**src/rtl/eth_rx_uart_dump.sv**
```systemverilog
// Dumps a received Ethernet frame from the RX buffer as 8N1 UART bytes, high byte first, one word at a time.
// Frames arriving while a dump is in progress are dropped and counted; the serial line has no flow control.
module eth_rx_uart_dump #(
  parameter int ADDR_WIDTH = 9,
  parameter int BAUD_DIV   = 868
) (
  input  logic                  clk,
  input  logic                  rst,
  input  logic                  frame_valid,
  input  logic [ADDR_WIDTH-1:0] frame_base,
  input  logic [ADDR_WIDTH:0]   frame_len,
  output logic [ADDR_WIDTH-1:0] rd_addr,
  input  logic [15:0]           rd_data,
  output logic                  uart_txd,
  output logic                  busy,
  output logic [7:0]            frames_dropped
);

  typedef enum logic [2:0] {IDLE, FETCH, LATCH, SEND_HI, SEND_LO, NEXT} state_t;

  localparam logic [ADDR_WIDTH:0] MAX_LEN   = {1'b1, {ADDR_WIDTH{1'b0}}};
  localparam logic [15:0]         BAUD_LAST = 16'(BAUD_DIV - 1);

  state_t                  state_q, state_d;
  logic [ADDR_WIDTH-1:0]   addr_q, rd_addr_q;
  logic [ADDR_WIDTH:0]     remain_q, len_clamped;
  logic [15:0]             word_q;
  logic                    tx_busy;
  logic [9:0]              tx_shift;
  logic [15:0]             baud_cnt;
  logic [3:0]              bit_cnt;
  logic                    accept, tx_start, tx_done;
  logic [7:0]              tx_byte;

  assign len_clamped = (frame_len > MAX_LEN) ? MAX_LEN : frame_len;
  assign accept      = frame_valid && (frame_len != '0);
  assign tx_start    = ((state_q == SEND_HI) || (state_q == SEND_LO)) && !tx_busy;
  assign tx_done     = tx_busy && (baud_cnt == BAUD_LAST) && (bit_cnt == 4'd9);
  assign tx_byte     = (state_q == SEND_HI) ? word_q[15:8] : word_q[7:0];
  assign busy        = (state_q != IDLE);
  // The RAM registers the address on the FETCH edge, so present it combinationally in FETCH.
  assign rd_addr     = (state_q == FETCH) ? addr_q : rd_addr_q;

  always_comb begin
    state_d = state_q;
    case (state_q)
      IDLE:    if (accept) state_d = FETCH;
      FETCH:   state_d = LATCH;
      LATCH:   state_d = SEND_HI;
      SEND_HI: if (tx_done) state_d = SEND_LO;
      SEND_LO: if (tx_done) state_d = NEXT;
      NEXT:    state_d = (remain_q == 1) ? IDLE : FETCH;
      default: state_d = IDLE;
    endcase
  end

  always_ff @(posedge clk) begin
    if (rst) state_q <= IDLE;
    else     state_q <= state_d;
  end

  always_ff @(posedge clk) begin
    if (rst) begin
      addr_q         <= '0;
      rd_addr_q      <= '0;
      remain_q       <= '0;
      word_q         <= '0;
      frames_dropped <= '0;
    end else begin
      if (state_q == IDLE && accept) begin
        addr_q   <= frame_base;
        remain_q <= len_clamped;
      end
      if (state_q == FETCH) rd_addr_q <= addr_q;
      if (state_q == LATCH) word_q <= rd_data;
      if (state_q == NEXT) begin
        remain_q <= remain_q - 1'b1;
        addr_q   <= addr_q + 1'b1;
      end
      if (frame_valid && busy && frames_dropped != 8'hFF)
        frames_dropped <= frames_dropped + 8'd1;
    end
  end

  // Serialiser: shift register holds {stop, data, start}; line reflects bit 0 for BAUD_DIV cycles each.
  always_ff @(posedge clk) begin
    if (rst) begin
      tx_busy  <= 1'b0;
      tx_shift <= '1;
      baud_cnt <= '0;
      bit_cnt  <= '0;
      uart_txd <= 1'b1;
    end else if (tx_start) begin
      tx_busy  <= 1'b1;
      tx_shift <= {1'b1, tx_byte, 1'b0};
      baud_cnt <= '0;
      bit_cnt  <= '0;
      uart_txd <= 1'b0;
    end else if (tx_busy) begin
      if (baud_cnt == BAUD_LAST) begin
        baud_cnt <= '0;
        if (bit_cnt == 4'd9) begin
          tx_busy  <= 1'b0;
          uart_txd <= 1'b1;
        end else begin
          bit_cnt  <= bit_cnt + 4'd1;
          tx_shift <= {1'b1, tx_shift[9:1]};
          uart_txd <= tx_shift[1];
        end
      end else begin
        baud_cnt <= baud_cnt + 16'd1;
      end
    end
  end

endmodule

```
**config.mk**
```make
export PLATFORM = sky130hd
export DESIGN_NAME = eth_rx_uart_dump
export DESIGN_NICKNAME = d
export VERILOG_FILES = /design/src/rtl/eth_rx_uart_dump.sv
export SDC_FILE = /design/constraint.sdc
export NUM_CORES = 1
export LEC_CHECK = 0
export CAP_MARGIN = 20
export CELL_PAD_IN_SITES_DETAIL_PLACEMENT = 1
export CELL_PAD_IN_SITES_GLOBAL_PLACEMENT = 1
export CORE_UTILIZATION = 45
export DETAILED_ROUTE_END_ITERATION = 10
export PLACE_DENSITY_LB_ADDON = 0.1
export SLEW_MARGIN = 0
export SYNTH_ARGS = -nofsm -noshare
export SYNTH_HDL_FRONTEND = slang
export SYNTH_SLANG_ARGS = --single-unit
```
**constraint.sdc**
```tcl
create_clock -name clk -period 2.6 [get_ports clk]
set_input_delay 0.65 -clock clk [delete_from_list [all_inputs] [get_ports clk]]
set_output_delay 0.65 -clock clk [all_outputs]
set_load 0.02 [all_outputs]
```
==> After elaboration in Yosys (flattened, before gate mapping) <==
Index checks and enable logic that the tools add are counted.
{ "word_totals": {"reg_bits": 86, "output_inout_bits": 19, "wordCells": 76} }
{ "classes": {"add_sub_neg": 5, "order_cmp": 1, "n_eq_ne": 13, "mux": 25, "bitwise_logic": 1, "n_reduce_logical": 20} }
{ "ops": {"columns": ["cell", "n"], "rows": [
  ["9-bit two-way mux", 7],
  ["10-bit two-way mux", 3],
  ["3-bit case mux with 6 select lines", 1],
  ["16-bit by 1-bit adder with 16-bit output (second input constant)", 1],
  ["16-bit by 10-bit equality test with 1-bit output (second input constant)", 1],
  ["16-bit two-way mux", 1],
  ["10-bit by 1-bit equality test with 1-bit output (second input constant)", 1],
  ["10-bit greater-than comparator (second input constant)", 1],
  ["10-bit nonzero test", 1],
  ["10-bit by 1-bit subtractor with 10-bit output (second input constant)", 1],
  ["9-bit by 1-bit adder with 9-bit output (second input constant)", 1],
  ["1-bit two-way mux", 9],
  ["3-bit two-way mux", 3],
  ["3-bit AND reduction", 3],
  ["8-bit by 1-bit adder with 8-bit output (second input constant)", 1],
  ["8-bit two-way mux", 1],
  ["2-bit inequality test (second input constant)", 4],
  ["8-bit inequality test (second input constant)", 1],
  ["1-bit logical AND", 7],
  ["3-bit by 2-bit equality test with 1-bit output (second input constant)", 2],
  ["3-bit equality test (second input constant)", 2],
  ["2-bit nonzero test", 3],
  ["4-bit by 1-bit adder with 4-bit output (second input constant)", 1],
  ["4-bit equality test (second input constant)", 1],
  ["other kinds (8)", 8]
]} }

==> Depth between registers and ports, before layout <==
Gate-level depths: netlist of run 1.
{ "logic_depth": {"depth_word": 5, "mapped_depth": 7, "ltp_nobuf": 6} }

==> Worst setup path after synthesis of run 1 <==
No wires, ideal clock.
{ "synth_path": {"path_type": "register -> output", "startpoint": "reg state_q[2]", "endpoint": "out rd_addr[0]", "arrival_time_ps": 1272, "required_ps": 1950, "setup_slack_ps": 678, "stages_incl_launch_ff": 5, "cell_sequence": "dfxtp_1 buf_2 nor3b_1 buf_2 mux2_2"} }
{ "synth_between": {"elab_chain_cells": 2} }
{ "synth_rtl": {"columns": ["item", "line_no", "text"], "rows": [
  ["start, declared", "24", "state_t state_q, state_d;"],
  ["start signal, assigned", "59", "else state_q <= state_d;"],
  ["3-bit by 1-bit equality test with 1-bit output", "42", "assign rd_addr = (state_q == FETCH) ? addr_q : rd_addr_q;"],
  ["9-bit two-way mux", null, null],
  ["end, declared", "12", "output logic [ADDR_WIDTH-1:0] rd_addr,"]
]} }
Every way passes these cells.

==> Worst setup path after layout of run 1 <==
{ "layout_path": {"startpoint": "reg state_q[0]", "endpoint": "out rd_addr[4]"} }
Same word-level chain as after synthesis.

==> key figures, run 1 <==
Status
  – Status: completed

Routing
  – Final wirelength: 12.0 mm
  – Average wire per standard cell: 16.9 um
  – Via density: ~5.8
  – Post-route ant nets: 0
  – DRT Pass-1 Iters: 4
  – DR iter-0 viols: 96
  – Number of remaining DRC errors: 0
  – Vias post-DR: 4,097

Synth
  – Ys async rst share: 0
  – Syn_area_per_cell: between 8 and 9 um2
  – #FFs+latches synth: 85
  – Compound-Gate Fraction of Synth Area: 0.175
  – Sequential fraction of the synthesis area: 0.381
  – Largest family of logic cells by synthesized area: simple AND/OR/NAND/NOR gates
  – Adder-cell share of the synthesized area: 0.0196
  – Top_reg_cell synth: dfxtp_1
  – EDFF count, synth: 0
  – Syn. warnings: 0
  – Post-synthesis mux area share: 0.0339
  – Synth Cell Area: 4470 um2
  – Synth Area in XOR/XNOR: 0.0372
  – Yosys cell types: 70
  – Simple-gate share of the synthesized area: 0.306
  – Post-Syn Nets: 565
  – Synth Instances: 520

Global route
  – Largest net degree at the start of global routing: 32
  – Global-route wire length before repair: 20.3 mm
  – GRT overflow: 0
  – Vias in the first global route: 4,064
  – Initial antenna violation count: 0
  – Tot GR Track Use: 0.249

Die
  – Die X: around 100 um
  – Ports: 57
  – Die height: 102 um
  – Full die area: 10,300 um2
  – Std cell rows: 36
  – Initial Util: 0.462
  – Core area: 9680 um2

Run
  – Max-Cap Viols: 0

Clock tree
  – CTS buffer count: 9
  – Sink Count: 85
  – CTS root buf: clkbuf_8
  – Reg clk slew, reported paths: 90 ps
  – Clock buffer depth: 2
  – CTS tree: built
  – H-tree levels: 3
  – Hold_buf cts: 0
  – Worst-skew pair later-pin latency: about 370 ps

STA
  – Unrepaired setup endpoints after global routing: false
  – Final period utilization: 0.950
  – Fin. max-slew vios: 0
  – Hold Vio Cnt, Final: 0
  – Min Tclk post-route: roughly 2500 ps
  – Fin Setup TNS: 0 ps
  – Worst setup margin: 131 ps
  – Clock Skew: 5.46 ps
  – Setup violators final: 0
  – Slew @ Worst Pin: 886 ps
  – F_max: a little over 0.4 GHz
  – Slew headroom: 0.407

Pwr
  – Worst vdd ir: 0.242 mV
  – Leakage: 1.91 nW
  – Pwr Density: 511 nW/um2

Final layout
  – Layout cell share with drive strength beyond 1: 0.133
  – Post-route insts no fill: 710
  – Design area: 5350 um2
  – Nets: 617
  – Fillers: between 1,000 and 1,500
  – Area growth from synthesis to layout: 19.6%
  – N_diodes: 0

Worst hold path
  – Hold crit path type: reg -> reg

Placed design
  – Dpl cell area: 5170 um2
  – Detail Placement HPWL: around 8.4 mm
  – Place WS: 95.4 ps
  – PortBufs: 56
  – Final Wtd Congestion: about 0.78
  – Placed Cells: 694

Worst setup path
  – Crit path DAT: 1820 ps
  – Peak fanout along the critical path: 9
  – Kind of critical path: reg -> out
  – Delay of the slowest cell on the worst path: 360 ps
  – Slowest-stage cell, CP: mux2_2
  – Worst EP required: between 1500 and 2000 ps
  – CP endpoint kind: output pin
  – CP bufs+invs: 2
  – CP cell instances: nor3b_1 > buf_4 > mux2_2 > dlygate4sd2_1
  – CP Launch Type: flip-flop
  – Largest delay share family, worst path: buffers and inverters
  – Worst R2R Setup Slack: 520 ps
==> where the power goes <==
group	internal, mW	total, mW	switching, mW
clock network	0.404	0.907	0.503
logic	0.199	0.425	0.226
registers	1.35	1.40	0.0501
==> kinds of logic after synthesis <==
| family | count (synthesis) |
|---|---|
| AO/OA/AOI/OAI | 117 |
| XOR/XNOR | 19 |
| adder cells (fa/ha/maj) | 7 |
| buffers and inverters | 41 |
| flip-flops | 85 |
| multiplexers | 14 |
| AND/OR/NAND/NOR | 237 |
==> area by class of cell <==
cell class	count	area, um2	area share
Multi-Input combinational cell	394	2560	0.479
Sequential cell	85	1700	0.318
Timing Repair Buffer	74	704	0.132
Tap cell	133	166	0.0311
Clock buffer	12	155	0.0290
Clock inverter	4	30.0	0.00561
Inverter	8	30.0	0.00561
==> worst min-delay path, stage by stage (launching register included) <==
cell and delay (ps):
dfxtp_1 320, nand2_1 50, a21oi_1 50
==> path summary, 6_finish.rpt <==
check / start / to / depth (start not counted)
max: state_q[0]$_SDFFE_PP0P_ / rd_addr[4] / 4
min: word_q[6]$_SDFFE_PP0P_ / word_q[6]$_SDFFE_PP0P_ / 2
max reg2reg: state_q[0]$_SDFFE_PP0P_ / remain_q[9]$_SDFFE_PP0P_ / 5
min reg2reg: word_q[6]$_SDFFE_PP0P_ / word_q[6]$_SDFFE_PP0P_ / 2
==> state kept, by name (all words and copies together), names as in the netlist <==
name and flops:
baud_cnt 16, word_q 16, remain_q 10, addr_q 9
rd_addr_q 9, frames_dropped 8, tx_shift 8, bit_cnt 4
state_q 3, tx_busy 1, uart_txd 1
==> cells in the final DEF, fill, tap and decap left out, types with 5 or more instances in the layout <==
cell	n
a211oi_1	8
a21oi_1	38
a22oi_1	5
a31oi_1	11
and2_1	10
and3_1	8
and4_1	5
buf_4	16
clkbuf_8	11
clkdlybuf4s50_1	46
dfxtp_1	85
dlygate4sd2_1	9
ha_1	7
inv_1	8
mux2_2	9
mux2i_1	5
nand2_1	70
nand3_1	23
nand3_2	11
nand4_1	11
nor2_1	31
nor3_1	10
nor3b_1	7
o21ai_0	12
o21ai_1	6
o31ai_1	6
or3_1	12
xnor2_1	6
xor2_1	13
==> metal layers <==
metal / track usage / part of all wire / vias up
met5: 0 / 0 / -
met4: 0.0836 / 0.014 / 0
met3: 0.0421 / 0.022 / 15
met2: 0.445 / 0.50 / 53
met1: 0.301 / 0.46 / 2031
li1: - / - / 1998
==> cell usage after synthesis, drive strengths merged, types with 3 or more instances <==
cell type,number,share of area
nand4,13,0.021
o311ai,3,0.0059
and2,10,0.014
nand2,70,0.059
and4,5,0.0098
o211ai,4,0.0067
nor3,12,0.015
clkbuf,11,0.0092
a31oi,12,0.020
xor2,13,0.025
a22oi,5,0.0084
nor4,8,0.020
mux2,9,0.023
and3,8,0.011
xnor2,6,0.012
nand3b,4,0.0067
inv,8,0.0067
o31ai,7,0.013
ha,7,0.020
a211oi,8,0.013
or3,13,0.019
o21a,4,0.0067
nand2b,3,0.0042
nand3,34,0.050
a21oi,39,0.046
or4,4,0.0067
o221a,6,0.015
mux2i,5,0.011
dfxtp,85,0.38
buf,22,0.032
o21ai,18,0.020
nor2,32,0.027
nor3b,8,0.015
==> metrics by stage <==
stage | power [mW] | hold slack [ps] | util
2_1_floorplan | 1.69 | 437 | -
3_3_place_gp | 1.84 | 445 | 0.534
3_5_place_dp | 1.86 | 451 | 0.534
4_1_cts | 2.76 | 465 | 0.552
5_1_grt | 2.86 | 476 | 0.552
6_report | 2.74 | 461 | 0.552
==> repair_timing <==
action / 4_1_cts / 5_1_grt
setup buffers: 0 / 0
endpoints found under the setup margin: 9 / 1
gates resized for setup: 9 / 1
No activity file was read; power rests on OpenSTA's default activity.
==> run 2: changes to the inputs <==
- PLACE_DENSITY: default -> 0.83
- PLACE_DENSITY_LB_ADDON: 0.1 -> default
==> key figures, run 2 (synthesis results as in run 1) <==
Die
  – Core area: 9680 um2
  – Die X: roughly 100 um
  – Initial Util: 0.462
  – Ports: 57
  – Die height: 102 um
  – Std cell rows: 36
  – Full die area: 10,300 um2

Pwr
  – Pwr Density: 522 nW/um2
  – Worst vdd ir: approximately 0.27 mV
  – Power, Total: ~2.8 mW
  – Leakage: 1.93 nW

Status
  – Status: completed

Clock tree
  – Reg clk slew, reported paths: 90 ps
  – Hold_buf cts: 0
  – Worst-skew pair later-pin latency: 360 ps
  – CTS tree: built
  – CTS root buf: clkbuf_8
  – Sink Count: 85
  – Post-CTS setup buffers: 0
  – Clock buffer depth: 2
  – H-tree levels: 3
  – CTS buffer count: 9

STA
  – Min Hold Slack: 461 ps
  – F_max: 0.403 GHz
  – Min Tclk post-route: about 2500 ps
  – Fin Setup TNS: 0 ps
  – Unrepaired setup endpoints after global routing: false
  – Slew headroom: 0.411
  – Clock Skew: 15.3 ps
  – Slew @ Worst Pin: roughly 880 ps
  – Fin. max-slew vios: 0
  – Setup violators final: 0
  – Final period utilization: 0.953
  – Hold Vio Cnt, Final: 0

Worst setup path
  – Worst EP required: 1950 ps
  – CP cell instances: nor3b_4 > buf_4 > mux2_2 > dlygate4sd2_1
  – CP endpoint kind: output pin
  – Largest delay share family, worst path: buffers and inverters
  – Slowest-stage cell, CP: mux2_2
  – Crit path DAT: 1830 ps
  – Kind of critical path: reg -> out
  – CP bufs+invs: 2
  – CP Launch Type: flip-flop
  – Peak fanout along the critical path: 5
  – Delay of the slowest cell on the worst path: 360 ps

Worst hold path
  – Hold crit path type: reg -> reg

Routing
  – Vias post-DR: 4,086
  – DRT Pass-1 Iters: 4
  – Post-route ant nets: 0
  – DR iter-0 viols: 130
  – Average wire per standard cell: 16.9 um
  – Number of remaining DRC errors: 0
  – Final wirelength: 12.0 mm
  – Via density: around 5.7

Final layout
  – Reg area: 1700 um2
  – Layout cell share with drive strength beyond 1: 0.140
  – Fillers: 1,154
  – Nets: 619
  – Area growth from synthesis to layout: 20.4%
  – N_diodes: 0
  – Biggest regs: baud_cnt (16), word_q (16), remain_q (10)
  – Leading cell type in the layout, fill and taps excluded: dfxtp_1
  – Design area: 5380 um2
  – Commonest non-fill, non-tap cells in the layout: dfxtp_1 (85), nand2_1 (70), clkdlybuf4s50_1 (46)
  – Multi-input gate area: 2570 um2

Placed design
  – Detail Placement HPWL: 8.50 mm
  – Final Wtd Congestion: 0.795
  – Dpl cell area: a little over 5000 um2
  – PortBufs: 56

Global route
  – Largest net degree at the start of global routing: 28
  – Vias in the first global route: roughly 4,100
  – Initial antenna violation count: 0
  – GRT overflow: 0
  – Tot GR Track Use: 0.243
  – Global-route wire length before repair: 19.8 mm

Run
  – Max-Cap Viols: 0
[run 2: cell type report]
class | instances | share of cell area
inverter | 8 | 0.00558
multi-input combinational | 394 | 0.478
sequential | 85 | 0.316
clock inverter | 6 | 0.0132
timing repair buffer | 76 | 0.131
clock buffer | 10 | 0.0256
tap | 133 | 0.0309
[run 2: repair_timing]
item	in CTS	in global routing
cloned	0	1
resized for setup	9	4
endpoints found under the setup margin	9	10
[run 2: final timing paths]
check                                from                      to  slack [ps]  cells after the start
hold reg to reg    word_q[4]$_SDFFE_PP0P_  word_q[4]$_SDFFE_PP0P_         460                      2
setup / recovery  state_q[2]$_SDFFE_PP0P_              rd_addr[4]         120                      4
hold / removal     word_q[4]$_SDFFE_PP0P_  word_q[4]$_SDFFE_PP0P_         460                      2
setup reg to reg  state_q[2]$_SDFFE_PP0P_  addr_q[8]$_SDFFE_PP0P_         530                      4
[run 2: worst register-to-register path, cell delays in order, from the launching register on]
cell,delay [ps]
dfxtp_1,390
buf_4,230
nand3b_1,520
o311ai_0,650
a31oi_1,160
[run 2: report_power, final]
part	internal [mW]	switching [mW]	leakage [nW]
clock	0.477	0.509	0.0991
combinational	0.198	0.227	1.14
sequential	1.35	0.0488	0.690
[run 2: layer usage]
layer,vias to the layer above,track usage,routed length [um]
met5,-,0,0
met4,0,0.0825,190
met3,22,0.0331,289
met2,66,0.411,5950
met1,1993,0.317,5620
li1,2005,-,-
[run 2: stage by stage]
stage	utilization	worst slack [ps]	instances
6_report	0.556	121	712
5_1_grt	0.556	18.2	712
4_1_cts	0.554	64.2	711
3_5_place_dp	0.533	68.3	695
3_3_place_gp	0.533	183	695
2_1_floorplan	-	678	520
